$ cat config.mk
export PLATFORM = sky130hd
export DESIGN_NAME = csd2bin_arb_flat
export DESIGN_NICKNAME = d
export VERILOG_FILES = /design/src/rtl/csd2bin_pkg.sv /design/src/rtl/csd2bin_arb_if.sv /design/src/rtl/csd2bin.sv /design/src/rtl/csd2bin_arb.sv /design/src/flat_wrapper.sv
export SDC_FILE = /design/constraint.sdc
export NUM_CORES = 1
export LEC_CHECK = 0
export CORE_ASPECT_RATIO = 1.2
export CORE_MARGIN = 2
export CORE_UTILIZATION = 36
export CTS_CLUSTER_SIZE = 16
export DETAILED_ROUTE_END_ITERATION = 16
export PLACE_DENSITY = 0.76
export SKIP_LAST_GASP = 1
export SYNTH_ARGS = -nofsm -noshare
export SYNTH_HDL_FRONTEND = slang
export SYNTH_SLANG_ARGS = --single-unit
export TNS_END_PERCENT = 1
$ cat constraint.sdc
create_clock -name clk -period 3.3 [get_ports clk]
set_input_delay 0.66 -clock clk [delete_from_list [all_inputs] [get_ports clk]]
set_output_delay 0.66 -clock clk [all_outputs]
set_load 0.01 [all_outputs]
$ cat src/rtl/csd2bin_pkg.sv
// csd2bin_pkg: shared CSD digit encodings and helpers for the
// csd2bin converter, its round-robin front end and the bench model.
package csd2bin_pkg;

   localparam logic [1:0] CSD_POS  = 2'b01;
   localparam logic [1:0] CSD_NEG  = 2'b10;
   localparam logic [1:0] CSD_ZERO = 2'b00;

   // 11 is treated as a zero digit, like 00
   function automatic int csd_digit_val(input logic [1:0] d);
      int v;
      v = 0;
      if (d == CSD_POS) v = 1;
      else if (d == CSD_NEG) v = -1;
      return v;
   endfunction

endpackage

$ cat src/rtl/csd2bin_arb_if.sv
// csd2bin_arb_if: requester valid/ready bundle plus the
// registered result channel with back-pressure.
interface csd2bin_arb_if #(
   parameter int W = 5,
   parameter int N = 4
);
   localparam int IDW = $clog2(N);

   logic [N-1:0]     req_valid;
   logic [N*2*W-1:0] req_x;
   logic [N-1:0]     req_ready;
   logic             out_valid;
   logic [W-1:0]     out_y;
   logic [IDW-1:0]   out_id;
   logic             out_ready;

   modport master (
      output req_valid, req_x, out_ready,
      input  req_ready, out_valid, out_y, out_id
   );

   modport slave (
      input  req_valid, req_x, out_ready,
      output req_ready, out_valid, out_y, out_id
   );

endinterface

$ cat src/rtl/csd2bin.sv
// csd2bin: combinational W-digit CSD to W-bit two's complement
// converter, result taken modulo 2^W.
module csd2bin
   import csd2bin_pkg::*;
#(
   parameter int W = 5
) (
   input  logic [2*W-1:0] x,
   output logic [W-1:0]   y
);

   logic [W-1:0] pos;
   logic [W-1:0] neg;

   always_comb begin
      pos = '0;
      neg = '0;
      for (int k = 0; k < W; k++) begin
         pos[k] = (x[2*k +: 2] == CSD_POS);
         neg[k] = (x[2*k +: 2] == CSD_NEG);
      end
   end

   assign y = pos - neg;

endmodule

$ cat src/rtl/csd2bin_arb.sv
// csd2bin_arb: round-robin / fixed-priority sharing of one csd2bin
// converter among N requesters, with a single-entry output register.
module csd2bin_arb
   import csd2bin_pkg::*;
#(
   parameter int W = 5,
   parameter int N = 4
) (
   input logic          clk,
   input logic          arst_n,
   input logic          prio_mode,
   csd2bin_arb_if.slave bus
);

   localparam int IDW = $clog2(N);
   localparam int XW  = 2 * W;

   logic [IDW-1:0] ptr_q, ptr_d;
   logic           out_valid_q, out_valid_d;
   logic [W-1:0]   out_y_q, out_y_d;
   logic [IDW-1:0] out_id_q, out_id_d;

   logic [N-1:0]   grant;
   logic [IDW-1:0] gid;
   logic [XW-1:0]  sel_x;
   logic [W-1:0]   conv_y;
   logic           can_load;
   logic           accept;

   assign can_load = !out_valid_q || bus.out_ready;

   // descending scan so the earliest position in search order wins
   always_comb begin
      int idx;
      idx   = 0;
      grant = '0;
      if (arst_n && can_load) begin
         for (int k = N - 1; k >= 0; k--) begin
            idx = prio_mode ? k : int'(ptr_q) + k;
            if (idx >= N) idx = idx - N;
            if (bus.req_valid[idx]) begin
               grant      = '0;
               grant[idx] = 1'b1;
            end
         end
      end
   end

   always_comb begin
      gid   = '0;
      sel_x = '0;
      for (int i = 0; i < N; i++) begin
         gid   = gid | (IDW'(i) & {IDW{grant[i]}});
         sel_x = sel_x | (bus.req_x[XW*i +: XW] & {XW{grant[i]}});
      end
   end

   assign accept = |grant;

   csd2bin #(.W(W)) u_conv (
      .x (sel_x),
      .y (conv_y)
   );

   always_comb begin
      ptr_d       = ptr_q;
      out_valid_d = out_valid_q;
      out_y_d     = out_y_q;
      out_id_d    = out_id_q;
      if (accept) begin
         out_valid_d = 1'b1;
         out_y_d     = conv_y;
         out_id_d    = gid;
         if (!prio_mode)
            ptr_d = (gid == IDW'(N - 1)) ? '0 : gid + 1'b1;
      end else if (bus.out_ready) begin
         out_valid_d = 1'b0;
      end
   end

   always_ff @(posedge clk or negedge arst_n) begin
      if (!arst_n) begin
         ptr_q       <= '0;
         out_valid_q <= 1'b0;
         out_y_q     <= '0;
         out_id_q    <= '0;
      end else begin
         ptr_q       <= ptr_d;
         out_valid_q <= out_valid_d;
         out_y_q     <= out_y_d;
         out_id_q    <= out_id_d;
      end
   end

   assign bus.req_ready = grant;
   assign bus.out_valid = out_valid_q;
   assign bus.out_y     = out_y_q;
   assign bus.out_id    = out_id_q;

endmodule

$ cat src/flat_wrapper.sv
// flat-port wrapper written by rule: the top's interface ports become plain ports
module csd2bin_arb_flat import csd2bin_pkg::*;
#(
   parameter int W = 5,
   parameter int N = 4
)
  (clk, arst_n, prio_mode, bus_req_valid, bus_req_x, bus_out_ready, bus_req_ready, bus_out_valid, bus_out_y, bus_out_id);
  csd2bin_arb_if #(.W(W), .N(N)) bus_i ();
  input logic clk;
  input logic arst_n;
  input logic prio_mode;
  input wire logic [$bits(bus_i.req_valid)-1:0] bus_req_valid;
  input wire logic [$bits(bus_i.req_x)-1:0] bus_req_x;
  input wire logic [$bits(bus_i.out_ready)-1:0] bus_out_ready;
  output wire logic [$bits(bus_i.req_ready)-1:0] bus_req_ready;
  output wire logic [$bits(bus_i.out_valid)-1:0] bus_out_valid;
  output wire logic [$bits(bus_i.out_y)-1:0] bus_out_y;
  output wire logic [$bits(bus_i.out_id)-1:0] bus_out_id;
  assign bus_i.req_valid = bus_req_valid;
  assign bus_i.req_x = bus_req_x;
  assign bus_i.out_ready = bus_out_ready;
  assign bus_req_ready = bus_i.req_ready;
  assign bus_out_valid = bus_i.out_valid;
  assign bus_out_y = bus_i.out_y;
  assign bus_out_id = bus_i.out_id;
  csd2bin_arb #(.W(W), .N(N)) u_core (.clk(clk), .arst_n(arst_n), .prio_mode(prio_mode), .bus(bus_i));
endmodule
After elaboration in Yosys (flattened, before gate mapping)
Index checks and enable logic that the tools add are counted.

storage, ports and cells
  word-level logic and storage cells = 96
  output and inout bits = 12
  flip-flop bits (word level) = 10
  bits of input ports = 48

operators by class
  equal/unequal tests = 11
  bitwise gates (word level) = 10
  add/subtract/negate cells = 9
  reduce and logical (&&, ||, !) cells = 10
  order comparisons = 12
  mux-type cells = 40

operator list
  operator               count
  $mux 32                11
  $ge 32x1->1 const B    4
  $ge 32x4->1 const B    4
  $lt 32x4->1 const B    4
  $sub 32x4->32 const B  4
  $and 10x10->10         4
  $or 10x10->10          3
  $mux 4                 5
  $mux 1                 14
  $eq 2x2->1 const B     6
  $eq 2x1->1 const B     5
  $bmux 1 s2             4
  $demux 1 s2            4
  $add 2x2->3 const B    2
  $logic_and 1x1->1      5
  $sub 5x5->5            1
  $mux 2                 2
  $reduce_or 4->1        1
  $add 2x1->3 const B    1
  $add 2x1->2 const B    1
  $or 1x2->2             1
  $or 2x2->2             1
  $reduce_and 2->1       1
  $reduce_bool 2->1      1
  3 further kinds        3

Logic depth before layout (Yosys ltp)
Gate-level depths: netlist of the first run.

  depth in word-level cells = 20
  mapped depth = 16
  mapped depth without buffers = 14

By module
Synthesis of the first run repeated with hierarchy kept, for this count alone.

unflattened totals
  cell total of the unflattened synthesis = 142
  area, all modules = 1152.4 um^2

modules (own cells, without submodules)
  module       seq. area each (um^2)  instances  area each (um^2)  cells each
  csd2bin_arb  250.2                  1          994.7             123
  csd2bin      0.0                    1          157.7             19

Least setup slack after synthesis of the first run
No wires, ideal clock.

  path type = input -> register
  start point = input prio_mode
  end point = register u_core.out_y_q[4] (netlist: u_core.bus.out_y[4])
  slack = -0.477 ns
  path buffers = 2
  setup time = 0.092 ns
  stages = 16
  data arrival time = 3.685 ns
  required time = 3.208 ns
  cells stage by stage = buf_2 -> nand2b_1 -> a211oi_1 -> a21oi_1 -> a21oi_1 -> clkbuf_1 -> a222oi_1 -> a21boi_0 -> ha_1 -> fa_1 -> inv_1 -> a21o_1 -> a21oi_1 -> or3_1 -> and3_4 -> o31ai_2

between the ends
  longest elaborated chain between the ends = 19
  elaborated cells between the ends (all ways) = 76
  those cells by class = add/sub (5); order compare (12); eq/ne (10); mux (37); bitwise (7); reduce/logical (5)

ends and longest elaborated chain
  item                                                              RTL line                      source
  start, declared                                                   flat_wrapper.sv:11            input logic prio_mode;
  $mux 32                                                           csd2bin_arb.sv:39             idx = prio_mode ? k : int'(ptr_q) + k;
  $sub 32x4->32 or $ge 32x4->1 (tied branches)                      csd2bin_arb.sv:40             if (idx >= N) idx = idx - N;
  $mux 32                                                           csd2bin_arb.sv:40
  $mux 32                                                           csd2bin_arb.sv:37             if (arst_n && can_load) begin
  $ge 32x1->1 (not written as such) or $lt 32x4->1 (tied branches)  csd2bin_arb.sv:43             grant[idx] = 1'b1;
  $logic_and 1x1->1 (not written as such)                           csd2bin_arb.sv:43
  $mux 1 (not written as such)                                      csd2bin_arb.sv:43
  $demux 1 s2                                                       -
  $mux 4 (3 in a row)                                               csd2bin_arb.sv:41             if (bus.req_valid[idx]) begin
  $mux 4 (*)                                                        csd2bin_arb.sv:41
  $mux 4 (*)                                                        csd2bin_arb.sv:37
  named net bus_req_ready[0]                                        flat_wrapper.sv:15            output wire logic [$bits(bus_i.req_ready)-1:0] bus_req_ready;
  $and 10x10->10                                                    csd2bin_arb.sv:54             sel_x = sel_x | (bus.req_x[XW*i +: XW] & {XW{grant[i]}});
  $or 10x10->10 (3 in a row)                                        csd2bin_arb.sv:54
  $eq 2x1->1 or $eq 2x2->1 (tied branches)                          csd2bin.sv:19, csd2bin.sv:20
  $sub 5x5->5                                                       csd2bin.sv:24                 assign y = pos - neg;
  end signal, assigned                                              csd2bin_arb.sv:90             out_y_q <= out_y_d;
  end, declared                                                     csd2bin_arb.sv:20             logic [W-1:0] out_y_q, out_y_d;

Mark *: on every way through the listed nets, which the timed path passes. The rest lies on a longest branch. The select of a mux whose other input is x is not followed.
A chain may end at the register's enable or synchronous reset.

Worst setup path after layout of the first run
  start point = input bus_req_valid[0]
  end point = register u_core.out_y_q[4] (netlist: u_core.bus.out_y[4])

between the ends
  longest elaborated chain between the ends = 14
  elaborated cells between the ends (all ways) = 36
  those cells by class = add/sub (1); eq/ne (10); mux (17); bitwise (7); reduce/logical (1)

ends and longest elaborated chain
  item                                       RTL line                      source
  start, declared                            flat_wrapper.sv:12            input wire logic [$bits(bus_i.req_valid)-1:0] bus_req_valid;
  $bmux 1 s2                                 csd2bin_arb.sv:41
  $mux 1 (not written as such) (2 in a row)  csd2bin_arb.sv:41
  $mux 4 (3 in a row)                        csd2bin_arb.sv:41
  $mux 4 (*)                                 csd2bin_arb.sv:41
  $mux 4 (*)                                 csd2bin_arb.sv:37
  $and 10x10->10                             csd2bin_arb.sv:54
  $or 10x10->10 (3 in a row)                 csd2bin_arb.sv:54
  $eq 2x1->1 or $eq 2x2->1 (tied branches)   csd2bin.sv:19, csd2bin.sv:20
  $sub 5x5->5                                csd2bin.sv:24

Every way passes the cells marked *; elsewhere a longest branch is shown, timed or not. The select of a mux whose other input is x is not followed.

==> reports/qor.yml, run 1 <==
yosys:
  yosysUniqueCellTypes: 50
  ys_seq_area_frac: 0.2125
  ys.flop_type: "dfrtp_1"
  async_flop_share: 1.000
  syn_avg_cell_area_um2: 8.350
  yosys-top-cells-area: "dfrtp_1, nand2_1, ha_1, a222oi_1, a21o_1"
  syn_inst: 141
  syn_area_mm2: 0.001177
  synth-seq-cells: 10
  syn_nets: 195
  yosysWarningCount: 0
  yosys.area.top_type: "dfrtp_1"
  synth_edf_count: 0
  synth_top_cell_area_share: 0.2125
job:
  cap_violations: 0
hold_path:
  min-delay-path-class: "input port to asynchronous set/reset pin"
setup_path:
  reg2reg_setup_slack_ns: -0.14
  critical-path-top-delay-family: "compound AO/OA/AOI/OAI gates"
  cpMostUsedCell: "and3_4"
  cp-end-kind: "flip-flop"
  crit_chain: "buf_6, and3b_1, o311a_1, a211o_1, and3_4, a222oi_1, nand2_1, ha_2, fa_2, inv_1, a21o_1, a21oi_2, or3_4, and3_4, o31ai_2"
  r2r_start: "u_core.ptr_q[1]"
  ff2ff_path_depth: 14
  start_kind: "input port"
  critPathRequiredTime_ns: 3.47
  max_stage_delay_ns: 0.38
  critPathMaxFanout: 6
  worst-setup-path-type: "input port to flip-flop"
  cp_slowest_cell: "o311a_1"
  crit_arrival_ns: 3.63
  rr_endpoint: "u_core.bus.out_y[4]"
  cp_num_buf_inv: 2
routing:
  antenna_left: 0
  drt_pre_antenna_iters: 4
  wl_per_cell_um: 17.13
  drcViolationCount: 0
  wl_um: 4917
  vias: 1611
  routed_via_density: 5.613
  first_iter_violations: 82
grt:
  grt_pass1_wl_um: 7728
  grtUsageTotal: 0.2606
  grt_pass1_vias: 1750
  grt-ovfl-total: 0
  grt_max_degree: 12
  antenna_found_initial: 0
status:
  status: "finished with violations"
  violations: "setup timing"
place:
  dpl_worst_slack_ns: -0.9011
  placed_cells: 273
  place.gp.congestion: 0.8573
  portBuffers: 59
  dp_hpwl_um: 3675
sta:
  whs_ns: 0.4706
  slew_headroom: 0.7440
  finalWorstPathRequiredPeriod_ns: 3.453
  report.final.slew_viol_count: 0
  setup_tns_ns: -0.1908
  skew_ns: 0.004526
  max_freq_mhz: 289.6
  hold_viol_final: 0
  fin_crit_sh: 1.046
  max_slew.worst_pin.slew_ns: 0.3839
  rsz0062_at_grt: "true"
  setup_viol: 2
  fin_ws_ns: -0.1531
power:
  swShare: 0.4101
  leakagePower_nw: 1.089
  vdd_ir_drop_max_uv: 600.5
  power_density_mw_per_mm2: 658.1
  power.share.sequential: 0.148
  netSwitchingPower_w: 0.0006427
  pwr-share-comb: 0.780
  clkPwrFrac: 0.072
  p_int_w: 0.0009243
floorplan:
  ios: 60
  core_mm2: 0.003083
  row_count: 22
  die_area_mm2: 0.003746
  initial_core_util: 0.3819
  die_h_um: 66.65
  dieWidth_um: 56.21
cells_and_area:
  fin_nets: 306
  fillerInstances: 211
  layout-drive-gt1-share: 0.3984
  finalCoreUtilization: 0.7723
  area_growth_pct: 102.2
  diodes: 0
  finalNonFillerCells: 287
clock_tree:
  cts-htree-levels: 1
  cts-buffers-inserted: 3
  cts.clk_slew.worst_paths_ns: 0.07
  cts-root-buf: "clkbuf_4"
  numClockSinks: 10
  cts_tree: "built"
  cts.hold.buffers_added: 0
  clk_path_buf_depth: 2
  clock_latency_ns: 0.26
[logic make-up (layout without fill, tap and decap cells)]
kind of cell / count (synthesis) / after routing / share of synthesized area
compound gates: 55 / 55 / 0.3688
simple gates: 49 / 49 / 0.2338
buf+inv: 15 / 125 / 0.06057
flops: 10 / 10 / 0.2125
fa+ha+maj: 6 / 6 / 0.07014
mux: 4 / 4 / 0.03932
xor+xnor: 2 / 2 / 0.01488
[flip-flops by register name, summed over array words and instances, names as in the netlist]
signal                cells
u_core.ptr_q              2
u_core.bus.out_id         2
u_core.bus.out_y          5
u_core.bus.out_valid      1
[repair_timing]
action                     in CTS  in global routing
buffers inserted                8                  3
gates resized for setup        55                  6
gates cloned                    0                  0
setup endpoints to repair       8                  3
pin swaps                      24                  7
[through the flow]
stage               total power, W  area, um^2
finish                    0.001567        2381
global placement          0.001229        2116
CTS                       0.001489        2326
global route              0.001671        2381
detailed placement        0.001268        2116
floorplan                0.0007714        1196
[cells in the mapped netlist (4+ instances only)]
cell type  number
a21o_1          6
a222oi_1        6
dfrtp_1        10
inv_1           6
ha_1            5
nor2_1          6
a21oi_1         8
nand2b_1        6
o21ai_0         6
nand2_1        17
o2111ai_1       4
[metal layers]
layer / GRT usage / vias to the layer above / wire [um]
li1: - / 765 / -
met1: 0.2657 / 745 / 1874
met2: 0.5235 / 87 / 2596
met3: 0.03883 / 14 / 293
met4: 0.1042 / 0 / 152
met5: 0 / - / 0
[worst max path at each step]
stage	start	to	cells past startpoint	slack [ns]
finish	bus_req_valid[0]	u_core.bus.out_y[4]	15	-0.15
global route	u_core.ptr_q[1]	u_core.bus.out_y[4]	14	-0.30
CTS	bus_req_valid[0]	u_core.bus.out_y[4]	15	-0.14
detailed placement	prio_mode	u_core.bus.out_y[4]	15	-0.90
global placement	prio_mode	u_core.bus.out_y[4]	16	-0.77
floorplan	bus_req_valid[0]	u_core.bus.out_y[4]	15	-0.29
[power by group through the flow]
stage                     sequential (W)  combinational [W]  clock (W)
after floorplan                 0.000241           0.000531          0
after global routing            0.000238            0.00131   0.000121
after detailed placement        0.000226            0.00104          0
after global placement          0.000223            0.00101          0
final                           0.000232            0.00122   0.000113
after CTS                       0.000230            0.00114   0.000115
[worst reg2reg max path, cell delays in order, from the launching register on]
cell	delay, ns
dfrtp_1	0.43
and3b_1	0.21
o311a_1	0.38
a211o_1	0.23
and3_4	0.19
a222oi_1	0.30
nand2_1	0.09
ha_2	0.20
fa_2	0.35
inv_1	0.10
a21o_1	0.12
a21oi_2	0.06
or3_4	0.37
and3_4	0.16
o31ai_2	0.17
[area by class of cell]
| cell class | instances | area [um^2] | area share |
|---|---|---|---|
| timing repair buffer | 114 | 1021 | 0.4288 |
| multi-input combinational | 116 | 1001 | 0.4204 |
| sequential | 10 | 251.5 | 0.1056 |
| tap | 36 | 45.04 | 0.01892 |
| clock buffer | 4 | 36.28 | 0.01524 |
| inverter | 7 | 26.28 | 0.01104 |
[placed cells by master (no fill, tap or decap), types with 3 or more instances in the layout]
master,netlist,layout
a21o_1,6,6
a21oi_1,8,5
a21oi_2,0,3
a221o_1,3,3
a222oi_1,6,6
a22oi_1,3,3
buf_4,1,48
buf_6,1,9
clkbuf_4,0,3
clkdlybuf4s50_1,0,52
dfrtp_1,10,9
ha_1,5,4
inv_1,6,6
nand2_1,17,17
nand2b_1,6,3
nand2b_4,0,4
nor2_1,6,5
o21ai_0,6,6
No activity file was read; power rests on OpenSTA's default activity.
==> inputs of run 2 (changes only) <==
--- a/config.mk
+++ b/config.mk
@@ -15,4 +15,4 @@
 export SYNTH_ARGS = -nofsm -noshare
 export SYNTH_HDL_FRONTEND = slang
 export SYNTH_SLANG_ARGS = --single-unit
-export TNS_END_PERCENT = 1
+export TNS_END_PERCENT = 30
==> results of run 2 <==
The final DEF is identical to that of run 1; final timing and power are the same.
==> inputs of run 3 (changes only) <==
--- a/config.mk
+++ b/config.mk
@@ -11,7 +11,7 @@
 export CTS_CLUSTER_SIZE = 16
 export DETAILED_ROUTE_END_ITERATION = 16
 export PLACE_DENSITY = 0.76
-export SKIP_LAST_GASP = 1
+export SLEW_MARGIN = 20
 export SYNTH_ARGS = -nofsm -noshare
 export SYNTH_HDL_FRONTEND = slang
 export SYNTH_SLANG_ARGS = --single-unit
==> reports/qor.yml, run 3 (synthesized netlist as in run 1, its figures left out) <==
status:
  status: "finished with violations"
  violations: "setup timing"
place:
  place.gp.congestion: 0.8573
  dp_hpwl_um: 3675
  portBuffers: 59
  placed_cells: 273
setup_path:
  critPathRequiredTime_ns: 3.48
  r2r_start: "u_core.ptr_q[0]"
  ff2ff_path_depth: 14
  cp-end-kind: "flip-flop"
  rr_endpoint: "u_core.bus.out_y[4]"
  critPathMaxFanout: 6
  crit_arrival_ns: 3.60
  max_stage_delay_ns: 0.38
  worst-setup-path-type: "input port to flip-flop"
  startpoint: "bus_req_valid[0]"
  critical-path-top-delay-family: "compound AO/OA/AOI/OAI gates"
  reg2reg_setup_slack_ns: -0.12
  cp_slowest_cell: "o311a_1"
  crit_path_end: "u_core.bus.out_y[4]"
  cpMostUsedCell: "and3_4"
  worst-path-stages: 15
  cp_num_buf_inv: 2
  start_kind: "input port"
  crit_chain: "buf_6, and3b_1, o311a_1, a211o_1, and3_4, a222oi_1, nand2_1, ha_2, fa_2, inv_2, a21o_1, a21oi_2, or3_4, and3_4, o31ai_2"
floorplan:
  core_mm2: 0.003083
  row_count: 22
  dieWidth_um: 56.21
  die_h_um: 66.65
  die_area_mm2: 0.003746
  ios: 60
  initial_core_util: 0.3819
sta:
  hold_viol_final: 0
  max_slew.worst_pin.slew_ns: 0.3709
  finalWorstPathRequiredPeriod_ns: 3.427
  report.final.slew_viol_count: 0
  slew_headroom: 0.7527
  fin_ws_ns: -0.1272
  skew_ns: 0.004356
  max_freq_mhz: 291.8
  setup_viol: 1
  rsz0062_at_grt: "true"
  fin_crit_sh: 1.039
routing:
  antenna_left: 0
  wl_per_cell_um: 17.30
  drt_pre_antenna_iters: 6
  drcViolationCount: 0
  routed_via_density: 5.669
  first_iter_violations: 89
  wl_um: 4966
  vias: 1627
grt:
  grt_pass1_vias: 1750
  grt_pass1_wl_um: 7728
  grt_max_degree: 12
  antenna_found_initial: 0
  grtUsageTotal: 0.2606
  grt-ovfl-total: 0
clock_tree:
  cts-htree-levels: 1
  numClockSinks: 10
  clock_latency_ns: 0.27
  cts.hold.buffers_added: 0
  cts-root-buf: "clkbuf_4"
  cts.clk_slew.worst_paths_ns: 0.07
  cts-buffers-inserted: 3
  clk_path_buf_depth: 2
  cts_tree: "built"
cells_and_area:
  seq_area_um2: 251.5
  fillerInstances: 212
  layout-drive-gt1-share: 0.4064
  fin_nets: 306
  layout_commonest_cell: "clkdlybuf4s50_1"
  diodes: 0
  finalNonFillerCells: 287
  finalCoreUtilization: 0.7731
  largest_register_ffs: 5
  area_growth_pct: 102.4
  layout_common_cells: "clkdlybuf4s50_1, buf_4, nand2_1"
  multiInputGateArea_mm2: 0.001005
hold_path:
  min-delay-path-class: "input port to asynchronous set/reset pin"
power:
  vdd_ir_drop_max_uv: 601.3
  power_density_mw_per_mm2: 665.3
  leakagePower_nw: 1.093
job:
  cap_violations: 0
## run 3: repair_timing
| item | CTS | global route |
|---|---|---|
| pin swaps | 24 | 8 |
| gates resized for setup | 56 | 9 |
| cloned | 0 | 0 |
| buffers inserted | 8 | 3 |
| endpoints found under the setup margin | 8 | 2 |
## run 3: layer usage
metal / GRT usage / up-vias / routed length [um]
li1: - / 765 / -
met1: 0.2657 / 751 / 1885
met4: 0.1042 / 0 / 181
met5: 0 / - / 0
met3: 0.03883 / 18 / 298
met2: 0.5235 / 93 / 2600
## run 3: report_power, final
part | leakage (nW) | switching [W] | total [W] | internal, W
Sequential | 0.122 | 0.0000485 | 0.000233 | 0.000184
Clock | 0.0210 | 0.0000462 | 0.000113 | 0.0000670
Combinational | 0.950 | 0.000561 | 0.00124 | 0.000679
Total | 1.09 | 0.000655 | 0.00159 | 0.000930
## run 3: worst min-delay path by stage
stage | end | slack, ns | cells past startpoint
final | u_core.bus.out_valid | 0.47 | 2
after global routing | u_core.bus.out_valid | 0.49 | 2
after CTS | u_core.bus.out_valid | 0.47 | 2
after detailed placement | u_core.bus.out_y[3] | 0.47 | 2
after global placement | u_core.bus.out_id[1] | 0.46 | 1
after floorplan | u_core.bus.out_id[0] | 0.36 | 0
## run 3: metrics by stage
stage          TNS (ns)  hold WS (ns)  power [W]  worst slack [ns]  area [um^2]
2_1_floorplan   -0.2883        0.3644  0.0007714           -0.2883         1196
3_3_place_gp     -3.306        0.4596   0.001229           -0.7669         2116
3_5_place_dp     -3.787        0.4729   0.001268           -0.9011         2116
4_1_cts         -0.1379        0.4672   0.001488           -0.1379         2325
5_1_grt         -0.2748        0.4899   0.001685           -0.2632         2384
6_report        -0.1272        0.4695   0.001586           -0.1272         2384
## run 3: final cells by class
cell class | count | share of cell area
clock buffers | 4 | 0.01522
inverters | 7 | 0.01102
multi-input cells | 116 | 0.4215
flip-flops and latches | 10 | 0.1055
well taps | 36 | 0.01890
repair buffers | 114 | 0.4278
